--- src/rtl/apb_gpio_pkg.sv ---
`default_nettype none
// +----------------------------------------------------------------------------+
// | Package    : apb_gpio_pkg                                                  |
// | Description: Shared constants and types for the APB GPIO controller:       |
// |              register indices, lock FSM states, interrupt types, default   |
// |              lock keys and bank-count helpers.                             |
// | Revision   : 1.0 - initial release                                         |
// +----------------------------------------------------------------------------+
package apb_gpio_pkg;

    // Register index, taken from PADDR[11:8]
    localparam logic [3:0] REG_DIR      = 4'd0;
    localparam logic [3:0] REG_IN       = 4'd1;
    localparam logic [3:0] REG_OUT      = 4'd2;
    localparam logic [3:0] REG_INTEN    = 4'd3;
    localparam logic [3:0] REG_INTTYPE0 = 4'd4;
    localparam logic [3:0] REG_INTTYPE1 = 4'd5;
    localparam logic [3:0] REG_STATUS   = 4'd6;
    localparam logic [3:0] REG_LOCK     = 4'd7;
    localparam logic [3:0] REG_PADCFG   = 4'd8;

    typedef enum logic [1:0] {
        LOCK_UNLOCKED = 2'd0,
        LOCK_LOCKED   = 2'd1,
        LOCK_ARMED    = 2'd2
    } lock_state_e;

    // Encoding is {INTTYPE1[k], INTTYPE0[k]}
    typedef enum logic [1:0] {
        INT_LEVEL_HI = 2'd0,
        INT_LEVEL_LO = 2'd1,
        INT_RISE     = 2'd2,
        INT_FALL     = 2'd3
    } int_type_e;

    localparam logic [31:0] DEF_LOCK_KEY    = 32'hC0DE_0001;
    localparam logic [31:0] DEF_UNLOCK_KEY1 = 32'hA5A5_0F0F;
    localparam logic [31:0] DEF_UNLOCK_KEY2 = 32'h5A5A_F0F0;

    // Number of 32-pin banks needed for n pins
    function automatic int num_banks(input int n);
        return (n + 31) / 32;
    endfunction

    // Number of PADCFG words (four pins per word) needed for n pins
    function automatic int num_pad_words(input int n);
        return (n + 3) / 4;
    endfunction

endpackage
`default_nettype wire

--- src/rtl/apb_gpio_param_sync_edge.sv ---
`default_nettype none
// +----------------------------------------------------------------------------+
// | Module     : gpio_in_sync_edge                                             |
// | Description: Multi-flop synchroniser for raw pad inputs plus a one-cycle   |
// |              delayed copy used for level and edge detection.               |
// |   clk_i    in   clock                                                      |
// |   rst_ni   in   synchronous active-low reset                               |
// |   async_i  in   raw asynchronous pad inputs                                |
// |   sync_o   out  synchronised inputs (STAGES cycles latency)                |
// |   level_o  out  sync_o delayed one cycle (level event source)              |
// |   rise_o   out  registered rising-edge event, aligned with level_o         |
// |   fall_o   out  registered falling-edge event, aligned with level_o        |
// | Revision   : 1.0 - initial release                                         |
// +----------------------------------------------------------------------------+
module gpio_in_sync_edge #(
    parameter int WIDTH  = 32,
    parameter int STAGES = 2
) (
    input  logic             clk_i,
    input  logic             rst_ni,
    input  logic [WIDTH-1:0] async_i,
    output logic [WIDTH-1:0] sync_o,
    output logic [WIDTH-1:0] level_o,
    output logic [WIDTH-1:0] rise_o,
    output logic [WIDTH-1:0] fall_o
);

    logic [STAGES-1:0][WIDTH-1:0] chain_q;
    logic [WIDTH-1:0]             prev_q;
    logic [WIDTH-1:0]             rise_q;
    logic [WIDTH-1:0]             fall_q;

    always_ff @(posedge clk_i) begin
        if (!rst_ni) begin
            chain_q <= '0;
            prev_q  <= '0;
            rise_q  <= '0;
            fall_q  <= '0;
        end else begin
            chain_q[0] <= async_i;
            for (int s = 1; s < STAGES; s++) begin
                chain_q[s] <= chain_q[s-1];
            end
            // All event sources are registered so level and edge types share
            // the same latency from sync_o.
            prev_q <= chain_q[STAGES-1];
            rise_q <= chain_q[STAGES-1] & ~prev_q;
            fall_q <= ~chain_q[STAGES-1] & prev_q;
        end
    end

    assign sync_o  = chain_q[STAGES-1];
    assign level_o = prev_q;
    assign rise_o  = rise_q;
    assign fall_o  = fall_q;

endmodule
`default_nettype wire

--- src/rtl/apb_gpio_param.sv ---
`default_nettype none
// +----------------------------------------------------------------------------+
// | Module     : apb_gpio_param                                                |
// | Description: APB GPIO controller with banked direction/output/interrupt    |
// |              registers, per-pin pad configuration, W1C interrupt status    |
// |              and a key-sequenced configuration lock.                       |
// |   HCLK/HRESETn        clock, synchronous active-low reset                  |
// |   PADDR..PSLVERR      zero-wait-state APB slave                            |
// |   gpio_in             raw pad inputs          gpio_in_sync  synchronised   |
// |   gpio_out/gpio_dir   output value/enable     gpio_padcfg   pad config     |
// |   interrupt           registered OR of STATUS                              |
// | Revision   : 1.0 - initial release                                         |
// +----------------------------------------------------------------------------+
module apb_gpio_param
    import apb_gpio_pkg::*;
#(
    parameter int          NUM_GPIO    = 32,
    parameter int          SYNC_STAGES = 2,
    parameter int          PAD_W       = 6,
    parameter logic [31:0] LOCK_KEY    = DEF_LOCK_KEY,
    parameter logic [31:0] UNLOCK_KEY1 = DEF_UNLOCK_KEY1,
    parameter logic [31:0] UNLOCK_KEY2 = DEF_UNLOCK_KEY2
) (
    input  logic                           HCLK,
    input  logic                           HRESETn,
    input  logic [11:0]                    PADDR,
    input  logic [31:0]                    PWDATA,
    input  logic                           PWRITE,
    input  logic                           PSEL,
    input  logic                           PENABLE,
    output logic [31:0]                    PRDATA,
    output logic                           PREADY,
    output logic                           PSLVERR,
    input  logic [NUM_GPIO-1:0]            gpio_in,
    output logic [NUM_GPIO-1:0]            gpio_in_sync,
    output logic [NUM_GPIO-1:0]            gpio_out,
    output logic [NUM_GPIO-1:0]            gpio_dir,
    output logic [NUM_GPIO-1:0][PAD_W-1:0] gpio_padcfg,
    output logic                           interrupt
);

    localparam int NB  = num_banks(NUM_GPIO);
    localparam int NPW = num_pad_words(NUM_GPIO);
    localparam int BW  = NB * 32;

    logic [NUM_GPIO-1:0]            dir_q, dir_d, out_q, out_d, inten_q, inten_d;
    logic [NUM_GPIO-1:0]            type0_q, type0_d, type1_q, type1_d, status_q, status_d;
    logic [NUM_GPIO-1:0][PAD_W-1:0] padcfg_q, padcfg_d;
    logic                           irq_q;
    lock_state_e                    lock_q;

    logic [NUM_GPIO-1:0] lvl_w, rise_w, fall_w, ev_w, hit_w, wbit_w, w1c_w;
    logic [3:0]          reg_w;
    logic [5:0]          idx_w;
    logic                access_w, wr_w, mapped_w, prot_w, err_w, we_w, lock_wr_w;
    logic [BW-1:0]       src_w;
    logic [31:0]         bank_w, pad_w, rdata_w;

    gpio_in_sync_edge #(
        .WIDTH  (NUM_GPIO),
        .STAGES (SYNC_STAGES)
    ) u_sync (
        .clk_i   (HCLK),
        .rst_ni  (HRESETn),
        .async_i (gpio_in),
        .sync_o  (gpio_in_sync),
        .level_o (lvl_w),
        .rise_o  (rise_w),
        .fall_o  (fall_w)
    );

    // Address decode and error response
    assign reg_w     = PADDR[11:8];
    assign idx_w     = PADDR[7:2];
    assign access_w  = PSEL & PENABLE;
    assign wr_w      = access_w & PWRITE;
    assign lock_wr_w = (reg_w == REG_LOCK) && (idx_w == 6'd0);
    assign prot_w    = (reg_w == REG_DIR) || (reg_w == REG_OUT) || (reg_w == REG_PADCFG) ||
                       (reg_w == REG_INTTYPE0) || (reg_w == REG_INTTYPE1);

    always_comb begin
        mapped_w = 1'b0;
        if (reg_w <= REG_STATUS) begin
            mapped_w = (int'(idx_w) < NB);
        end else if (reg_w == REG_LOCK) begin
            mapped_w = (idx_w == 6'd0);
        end else if (reg_w == REG_PADCFG) begin
            mapped_w = (int'(idx_w) < NPW);
        end
    end

    // ARMED counts as locked: a non-key write in ARMED is still checked.
    assign err_w   = access_w & (~mapped_w | (PWRITE & ((reg_w == REG_IN) |
                     ((lock_q != LOCK_UNLOCKED) & prot_w))));
    assign we_w    = wr_w & ~err_w;
    assign PSLVERR = err_w & HRESETn;
    assign PREADY  = 1'b1;

    // Read path: registers are zero-padded to whole banks so missing pins read 0
    always_comb begin
        src_w = '0;
        case (reg_w)
            REG_DIR:      src_w = BW'(dir_q);
            REG_IN:       src_w = BW'(gpio_in_sync);
            REG_OUT:      src_w = BW'(out_q);
            REG_INTEN:    src_w = BW'(inten_q);
            REG_INTTYPE0: src_w = BW'(type0_q);
            REG_INTTYPE1: src_w = BW'(type1_q);
            REG_STATUS:   src_w = BW'(status_q);
            default:      src_w = '0;
        endcase
        bank_w = '0;
        for (int b = 0; b < NB; b++) begin
            if (int'(idx_w) == b) bank_w = src_w[b*32 +: 32];
        end
        pad_w = '0;
        for (int k = 0; k < NUM_GPIO; k++) begin
            if (int'(idx_w) == k / 4) pad_w[8*(k%4) +: PAD_W] = padcfg_q[k];
        end
        rdata_w = '0;
        if (mapped_w) begin
            if (reg_w <= REG_STATUS)     rdata_w = bank_w;
            else if (reg_w == REG_LOCK)  rdata_w = {30'b0, lock_q};
            else                         rdata_w = pad_w;
        end
    end

    assign PRDATA = (PSEL & ~PWRITE) ? rdata_w : 32'h0;

    // Interrupt event per pin
    always_comb begin
        ev_w = '0;
        for (int k = 0; k < NUM_GPIO; k++) begin
            case (int_type_e'({type1_q[k], type0_q[k]}))
                INT_LEVEL_HI: ev_w[k] = lvl_w[k];
                INT_LEVEL_LO: ev_w[k] = ~lvl_w[k];
                INT_RISE:     ev_w[k] = rise_w[k];
                default:      ev_w[k] = fall_w[k];
            endcase
        end
    end

    // Write path: hit_w marks the pins of the addressed bank
    always_comb begin
        hit_w  = '0;
        wbit_w = '0;
        for (int k = 0; k < NUM_GPIO; k++) begin
            if (int'(idx_w) == k / 32) begin
                hit_w[k]  = 1'b1;
                wbit_w[k] = PWDATA[k%32];
            end
        end
        dir_d    = dir_q;
        out_d    = out_q;
        inten_d  = inten_q;
        type0_d  = type0_q;
        type1_d  = type1_q;
        padcfg_d = padcfg_q;
        w1c_w    = '0;
        if (we_w) begin
            case (reg_w)
                REG_DIR:      dir_d   = (dir_q   & ~hit_w) | wbit_w;
                REG_OUT:      out_d   = (out_q   & ~hit_w) | wbit_w;
                REG_INTEN:    inten_d = (inten_q & ~hit_w) | wbit_w;
                REG_INTTYPE0: type0_d = (type0_q & ~hit_w) | wbit_w;
                REG_INTTYPE1: type1_d = (type1_q & ~hit_w) | wbit_w;
                REG_STATUS:   w1c_w   = wbit_w;
                REG_PADCFG: begin
                    for (int k = 0; k < NUM_GPIO; k++) begin
                        if (int'(idx_w) == k / 4) padcfg_d[k] = PWDATA[8*(k%4) +: PAD_W];
                    end
                end
                default: ;
            endcase
        end
        // A new event overrides a simultaneous W1C clear
        status_d = (status_q & ~w1c_w) | (inten_q & ev_w);
    end

    always_ff @(posedge HCLK) begin
        if (!HRESETn) begin
            dir_q    <= '0;
            out_q    <= '0;
            inten_q  <= '0;
            type0_q  <= '0;
            type1_q  <= '0;
            status_q <= '0;
            padcfg_q <= '0;
            irq_q    <= 1'b0;
        end else begin
            dir_q    <= dir_d;
            out_q    <= out_d;
            inten_q  <= inten_d;
            type0_q  <= type0_d;
            type1_q  <= type1_d;
            status_q <= status_d;
            padcfg_q <= padcfg_d;
            irq_q    <= |status_q;
        end
    end

    // Lock FSM: any APB write while ARMED either completes the unlock or re-locks
    always_ff @(posedge HCLK) begin
        if (!HRESETn) begin
            lock_q <= LOCK_UNLOCKED;
        end else if (wr_w) begin
            case (lock_q)
                LOCK_UNLOCKED: if (lock_wr_w && PWDATA == LOCK_KEY)    lock_q <= LOCK_LOCKED;
                LOCK_LOCKED:   if (lock_wr_w && PWDATA == UNLOCK_KEY1) lock_q <= LOCK_ARMED;
                LOCK_ARMED:    lock_q <= (lock_wr_w && PWDATA == UNLOCK_KEY2) ?
                                         LOCK_UNLOCKED : LOCK_LOCKED;
                default:       lock_q <= LOCK_LOCKED;
            endcase
        end
    end

    assign gpio_out    = out_q;
    assign gpio_dir    = dir_q;
    assign gpio_padcfg = padcfg_q;
    assign interrupt   = irq_q;

    // Byte-lane bits of PADDR and PAD_W-unused PWDATA bits are intentionally ignored
    logic unused_ok;
    assign unused_ok = &{1'b0, PADDR[1:0], PWDATA};

endmodule
`default_nettype wire

--- config.mk ---
export PLATFORM = sky130hd
export DESIGN_NAME = apb_gpio_param
export DESIGN_NICKNAME = d
export VERILOG_FILES = /design/src/rtl/apb_gpio_pkg.sv /design/src/rtl/apb_gpio_param_sync_edge.sv /design/src/rtl/apb_gpio_param.sv
export SDC_FILE = /design/constraint.sdc
export NUM_CORES = 1
export LEC_CHECK = 0
export ABC_CLOCK_PERIOD_IN_PS = 4500
export CAP_MARGIN = 20
export CORE_UTILIZATION = 46
export CTS_CLUSTER_SIZE = 14
export DETAILED_ROUTE_END_ITERATION = 8
export DONT_BUFFER_PORTS = 1
export SLEW_MARGIN = 20
export SYNTH_ARGS = -nofsm -noshare
export SYNTH_HDL_FRONTEND = slang
export SYNTH_HIERARCHICAL = 1
export SYNTH_SLANG_ARGS = --single-unit
--- constraint.sdc ---
create_clock -name HCLK -period 4.5 [get_ports HCLK]
set_clock_uncertainty 0.05 [all_clocks]
set_input_delay 0.9 -clock HCLK [delete_from_list [all_inputs] [get_ports HCLK]]
set_output_delay 0.9 -clock HCLK [all_outputs]
set_load 0.03 [all_outputs]
Word-level counts from Yosys, hierarchy flattened
Index checks and enable logic that the tools add are counted.

word-level totals
  word-level logic and storage cells = 370
  bits in registers = 547
  input port bits = 81
  output and inout bits = 323

operators by class
  bitwise logic cells = 64
  equality and inequality tests = 86
  reduce and logical (&&, ||, !) cells = 60
  mux-type cells = 112
  magnitude comparators = 3

operators by type and width
  kind                                                                      number
  32-bit bitwise AND                                                        9
  32-bit one-hot mux with 7 select lines                                    1
  32-bit two-way mux                                                        6
  6-bit two-way mux                                                         32
  32-bit bitwise OR                                                         6
  32-bit NOT                                                                4
  1-bit one-hot mux with 3 select lines                                     32
  2-bit by 1-bit equality test with 1-bit output (second input constant)    33
  2-bit equality test (second input constant)                               33
  2-bit zero test                                                           33
  32-bit equality test (second input constant)                              2
  1-bit two-way mux                                                         37
  1-bit NOT                                                                 35
  32-bit by 31-bit equality test with 1-bit output (second input constant)  1
  32-bit OR reduction                                                       1
  30-bit two-way mux                                                        1
  3-bit AND reduction                                                       9
  6-bit by 4-bit equality test with 1-bit output (second input constant)    4
  4-bit by 3-bit equality test with 1-bit output (second input constant)    4
  6-bit by 3-bit equality test with 1-bit output (second input constant)    2
  6-bit zero test                                                           2
  2-bit AND reduction                                                       5
  1-bit bitwise AND                                                         8
  4-bit by 2-bit equality test with 1-bit output (second input constant)    2
  14 further kinds                                                          23

Depth between registers and ports, before layout
  depth after elaboration = 16
  mapped depth = 8
  depth with buffers taken out = 5

Modules after synthesis
Netlist, hierarchy kept.

modules (own cells, without submodules)
  module             instances  cells each  seq. area each (um2)  area an instance (um2)
  apb_gpio_param     1          2039        7747.4                18684.2
  gpio_in_sync_edge  1          369         3203.1                4703.3

Least setup slack after synthesis
Ideal clock, no wire load.

  kind = input to output
  start point = input PADDR[2]
  end point = output PRDATA[1]
  path slack = 685 ps
  arrival time = 2865 ps
  buffers on the path = 3
  stages on the path = 7
  required time = 3550 ps
  path through = buf_2 -> buf_2 -> buf_2 -> mux2i_1 -> o221ai_1 -> o211ai_1 -> a311oi_1

on the way
  longest elaborated chain between the ends = 13
  elaborated cells on any way between the ends = 27
  those cells by class = order compare: 2; eq/ne: 7; mux: 16; reduce/logical: 2

ends and longest elaborated chain
  element                         line                                          text
  from (decl)                     apb_gpio_param.sv:26                          input logic [11:0] PADDR,
  6-bit zero test                 apb_gpio_param.sv:114, apb_gpio_param.sv:118
  6-bit two-way mux (8 in a row)  apb_gpio_param.sv:118                         if (int'(idx_w) == k / 4) pad_w[8*(k%4) +: PAD_W] = padcfg_q[k];
  30-bit two-way mux              apb_gpio_param.sv:123                         else if (reg_w == REG_LOCK) rdata_w = {30'b0, lock_q};
  32-bit two-way mux              apb_gpio_param.sv:122                         if (reg_w <= REG_STATUS) rdata_w = bank_w;
  32-bit two-way mux (*)          apb_gpio_param.sv:121                         if (mapped_w) begin
  32-bit two-way mux (*)          apb_gpio_param.sv:128                         assign PRDATA = (PSEL & ~PWRITE) ? rdata_w : 32'h0;
  to (decl)                       apb_gpio_param.sv:31                          output logic [31:0] PRDATA,

Every way passes the cells marked *; elsewhere a longest branch is shown, timed or not.

Final worst setup path
  start point = input PADDR[11]
  end point = output PRDATA[21]

on the way
  longest elaborated chain between the ends = 6
  elaborated cells on any way between the ends = 19
  those cells by class = order compare: 1; eq/ne: 8; mux: 9; reduce/logical: 1

ends and longest elaborated chain
  element                                                                       line                                         text
  4-bit by 3-bit equality test with 1-bit output, or another cell as far along  apb_gpio_param.sv:102                        case (reg_w)
  32-bit one-hot mux with 7 select lines or 1-bit two-way mux (tied branches)   apb_gpio_param.sv:102, apb_gpio_param.sv:87
  32-bit two-way mux or 1-bit two-way mux (tied branches)                       apb_gpio_param.sv:114, apb_gpio_param.sv:85
  32-bit two-way mux or 1-bit two-way mux (tied branches)                       apb_gpio_param.sv:122, apb_gpio_param.sv:83
  32-bit two-way mux (*)                                                        apb_gpio_param.sv:121
  32-bit two-way mux (*)                                                        apb_gpio_param.sv:128

Marked as above.

==> results.json <==
{
  "status": "finished, violations left",
  "violations": "max-slew violations",
  "htree_num_levels": 2,
  "hold_viol": 0,
  "boundaryPins": 404,
  "min_path_cells": 1,
  "ys_seq_area_frac": 0.468,
  "synth_cells": 2408,
  "synth_top_area_frac": 0.468,
  "grt_first_pass_wirelength_um": 112000,
  "highest_layer": "met5",
  "clk_pin_slew_ns": 0.06,
  "nNetsFinal": 2393,
  "min_path_type": "input pin to register",
  "swShare": 0.212,
  "wl_met1_um": 31900,
  "antenna_found_initial": 3,
  "grtUsageTotal": 0.292,
  "min_from": "gpio_in[31]",
  "critical_path_class": "input pin to output port",
  "tightest_slew_ns": 2.21,
  "reg2regPathDepth": 5,
  "grt_pass1_vias": 17000,
  "clock.fmax_mhz": 268,
  "ys.flop_type": "dfxtp_1",
  "powerDensity_nw_per_um2": 394,
  "cellLeakagePower_uw": 0.00996,
  "syn_area_per_cell_um2": 9.71,
  "end_kind": "output port",
  "antenna_cells": 0,
  "min_to": "u_sync/chain_q[31]",
  "synth_async_sr_flop_share": 0,
  "rr_startpoint": "lock_q[1]",
  "synth_area_leader_cell": "dfxtp_1",
  "ctsHoldBuffers": 0,
  "setup_viol": 0,
  "start_util": 0.466,
  "synth_area_um2": 23400,
  "ir_drop_mv": 0.298,
  "rsz0062_at_grt": "no",
  "cts_made_buffers": 58,
  "ant_nets": 0,
  "dr_total_vias": 17900,
  "clkPwrFrac": 0.493,
  "clock_sinks": 547,
  "cts_tree": "yes",
  "area_growth_pct": 10.6,
  "cts_setup_buffers": 0,
  "start_kind": "input pin",
  "switchingPower_uw": 2160,
  "std_cell_rows": 82,
  "die-width_um": 227,
  "layout-drive-gt1-share": 0.103,
  "die_height_um": 227,
  "overflow": 0,
  "io_buffers": 0,
  "reg2reg_slack_ns": 1.76,
  "routabilityCongestion": 0.854,
  "synth_edf_count": 0,
  "met3WireLength_um": 6800,
  "multi_input_area_um2": 11400,
  "vias_per_cell": 5.91,
  "pwr-share-comb": 0.022,
  "clock_latency_ns": 0.63,
  "tns_ns": 0,
  "rr_endpoint": "gpio_padcfg[109]",
  "design.die.area_um2": 51700,
  "max_slew_margin": -0.472,
  "timing.hold.ws_ns": 0.347,
  "firstDrtPassIters": 9,
  "synth-seq-cells": 547,
  "yosysWarnings": 6,
  "regArea_um2": 11000,
  "timing.final.crit_share": 0.828,
  "required_ns": 3.55,
  "p_seq_frac": 0.486,
  "drv_cap": 0,
  "root_buffer": "clkbuf_16",
  "wl_per_cell_um": 25.7,
  "report.final.slew_viol_count": 303,
  "arrival_ns": 2.78,
  "fin_crit_ns": 3.73,
  "core_area_um2": 50200,
  "path_max_fanout": 17,
  "internal-power_uw": 8020,
  "place_hpwl_um": 51300,
  "clockBufferDepth": 3,
  "drtIter0Drc": 1833,
  "n_fill_cell": 4546,
  "synth_cell_types": 63,
  "final_util": 0.516,
  "routed_wl_um": 77800,
  "drcViolationCount": 0,
  "syn-num-nets": 2489,
  "grt_start_max_net_pins": 583,
  "yosys-top-cells-area": "dfxtp_1 (47%), mux2i_1 (12%), nand2_1 (7.5%)",
  "cts-resized-gates": 0,
  "dr_wl_met2_um": 36700
}
[synthesized netlist by cell type, drive strengths merged, types with 11 or more instances]
| master | number |
|---|---|
| mux4 | 38 |
| xor2 | 32 |
| nor4 | 15 |
| and3 | 16 |
| dfxtp | 547 |
| o22ai | 19 |
| a21oi | 46 |
| mux2i | 281 |
| a222oi | 28 |
| a21boi | 128 |
| a31oi | 16 |
| buf | 81 |
| and2 | 97 |
| nor2 | 45 |
| nand2 | 470 |
| o21ai | 11 |
| nor2b | 131 |
| a22oi | 104 |
| clkbuf | 145 |
| and3b | 65 |
[area by class of cell]
type                    instances  area share
clock inverters                19      0.0103
well taps                     672      0.0325
multi-input cells            1631       0.442
repair buffers                 70      0.0237
clock buffers                  86      0.0672
inverters                       4    0.000580
flip-flops and latches        547       0.423
[power groups by stage]
stage	combinational (uW)	clock, uW	sequential (uW)
after global routing	224	5300	4950
final	219	5020	4950
after global placement	206	0	5050
after floorplan	311	0	5010
after detailed placement	209	0	5050
after CTS	210	5090	4950
[placed cells by master (no fill, tap or decap), drive strengths merged, types with 19 or more instances in the layout]
| cell | Yosys | routed |
|---|---|---|
| a21boi | 128 | 128 |
| a21oi | 46 | 46 |
| a222oi | 28 | 28 |
| a22oi | 104 | 104 |
| and2 | 97 | 97 |
| and3b | 65 | 65 |
| buf | 81 | 70 |
| clkbuf | 145 | 86 |
| dfxtp | 547 | 547 |
| mux2i | 281 | 281 |
| mux4 | 38 | 38 |
| nand2 | 470 | 470 |
| nor2 | 45 | 45 |
| nor2b | 131 | 131 |
| o22ai | 19 | 19 |
| xor2 | 32 | 32 |
[per-stage QoR]
step	setup WS [ns]	total power (uW)	cell area [um2]	cells
final	0.773	10200	25900	3029
after floorplan	0.685	5320	23400	2408
after global placement	0.747	5260	23800	2923
after detailed placement	0.747	5260	23800	2923
after CTS	0.748	10200	25800	3028
after global routing	0.661	10500	25900	3029
[critical path, stage by stage]
cell and delay [ns]:
and4bb_2 0.73, buf_12 0.27, a222oi_1 0.13, a31oi_1 0.40, or2_2 0.33
[worst max-delay path by stage]
stage / startpoint / end
6_report: PADDR[11] / PRDATA[21]
5_1_grt: PADDR[5] / PRDATA[1]
4_1_cts: PADDR[5] / PRDATA[24]
3_5_place_dp: PADDR[11] / PRDATA[24]
3_3_place_gp: PADDR[5] / PRDATA[24]
2_1_floorplan: PADDR[2] / PRDATA[1]
[cell families (layout without fill, tap and decap cells)]
family          Yosys count  in the layout  synth area share
fa+ha+maj                 1              1          0.000428
buf+inv                 230            179            0.0465
other cells               1              1          0.000160
flops                   547            547             0.468
mux                     321            321             0.158
xor+xnor                 32             32            0.0120
compound gates          368            368             0.114
simple gates            908            908             0.201
[routing by layer]
metal | vias to the layer above | GRT usage
li1 | 8170 | -
met1 | 8749 | 0.365
met2 | 844 | 0.486
met3 | 125 | 0.0703
met4 | 2 | 0.108
met5 | - | 0
Note: power is estimated with default switching activity, not from simulation.
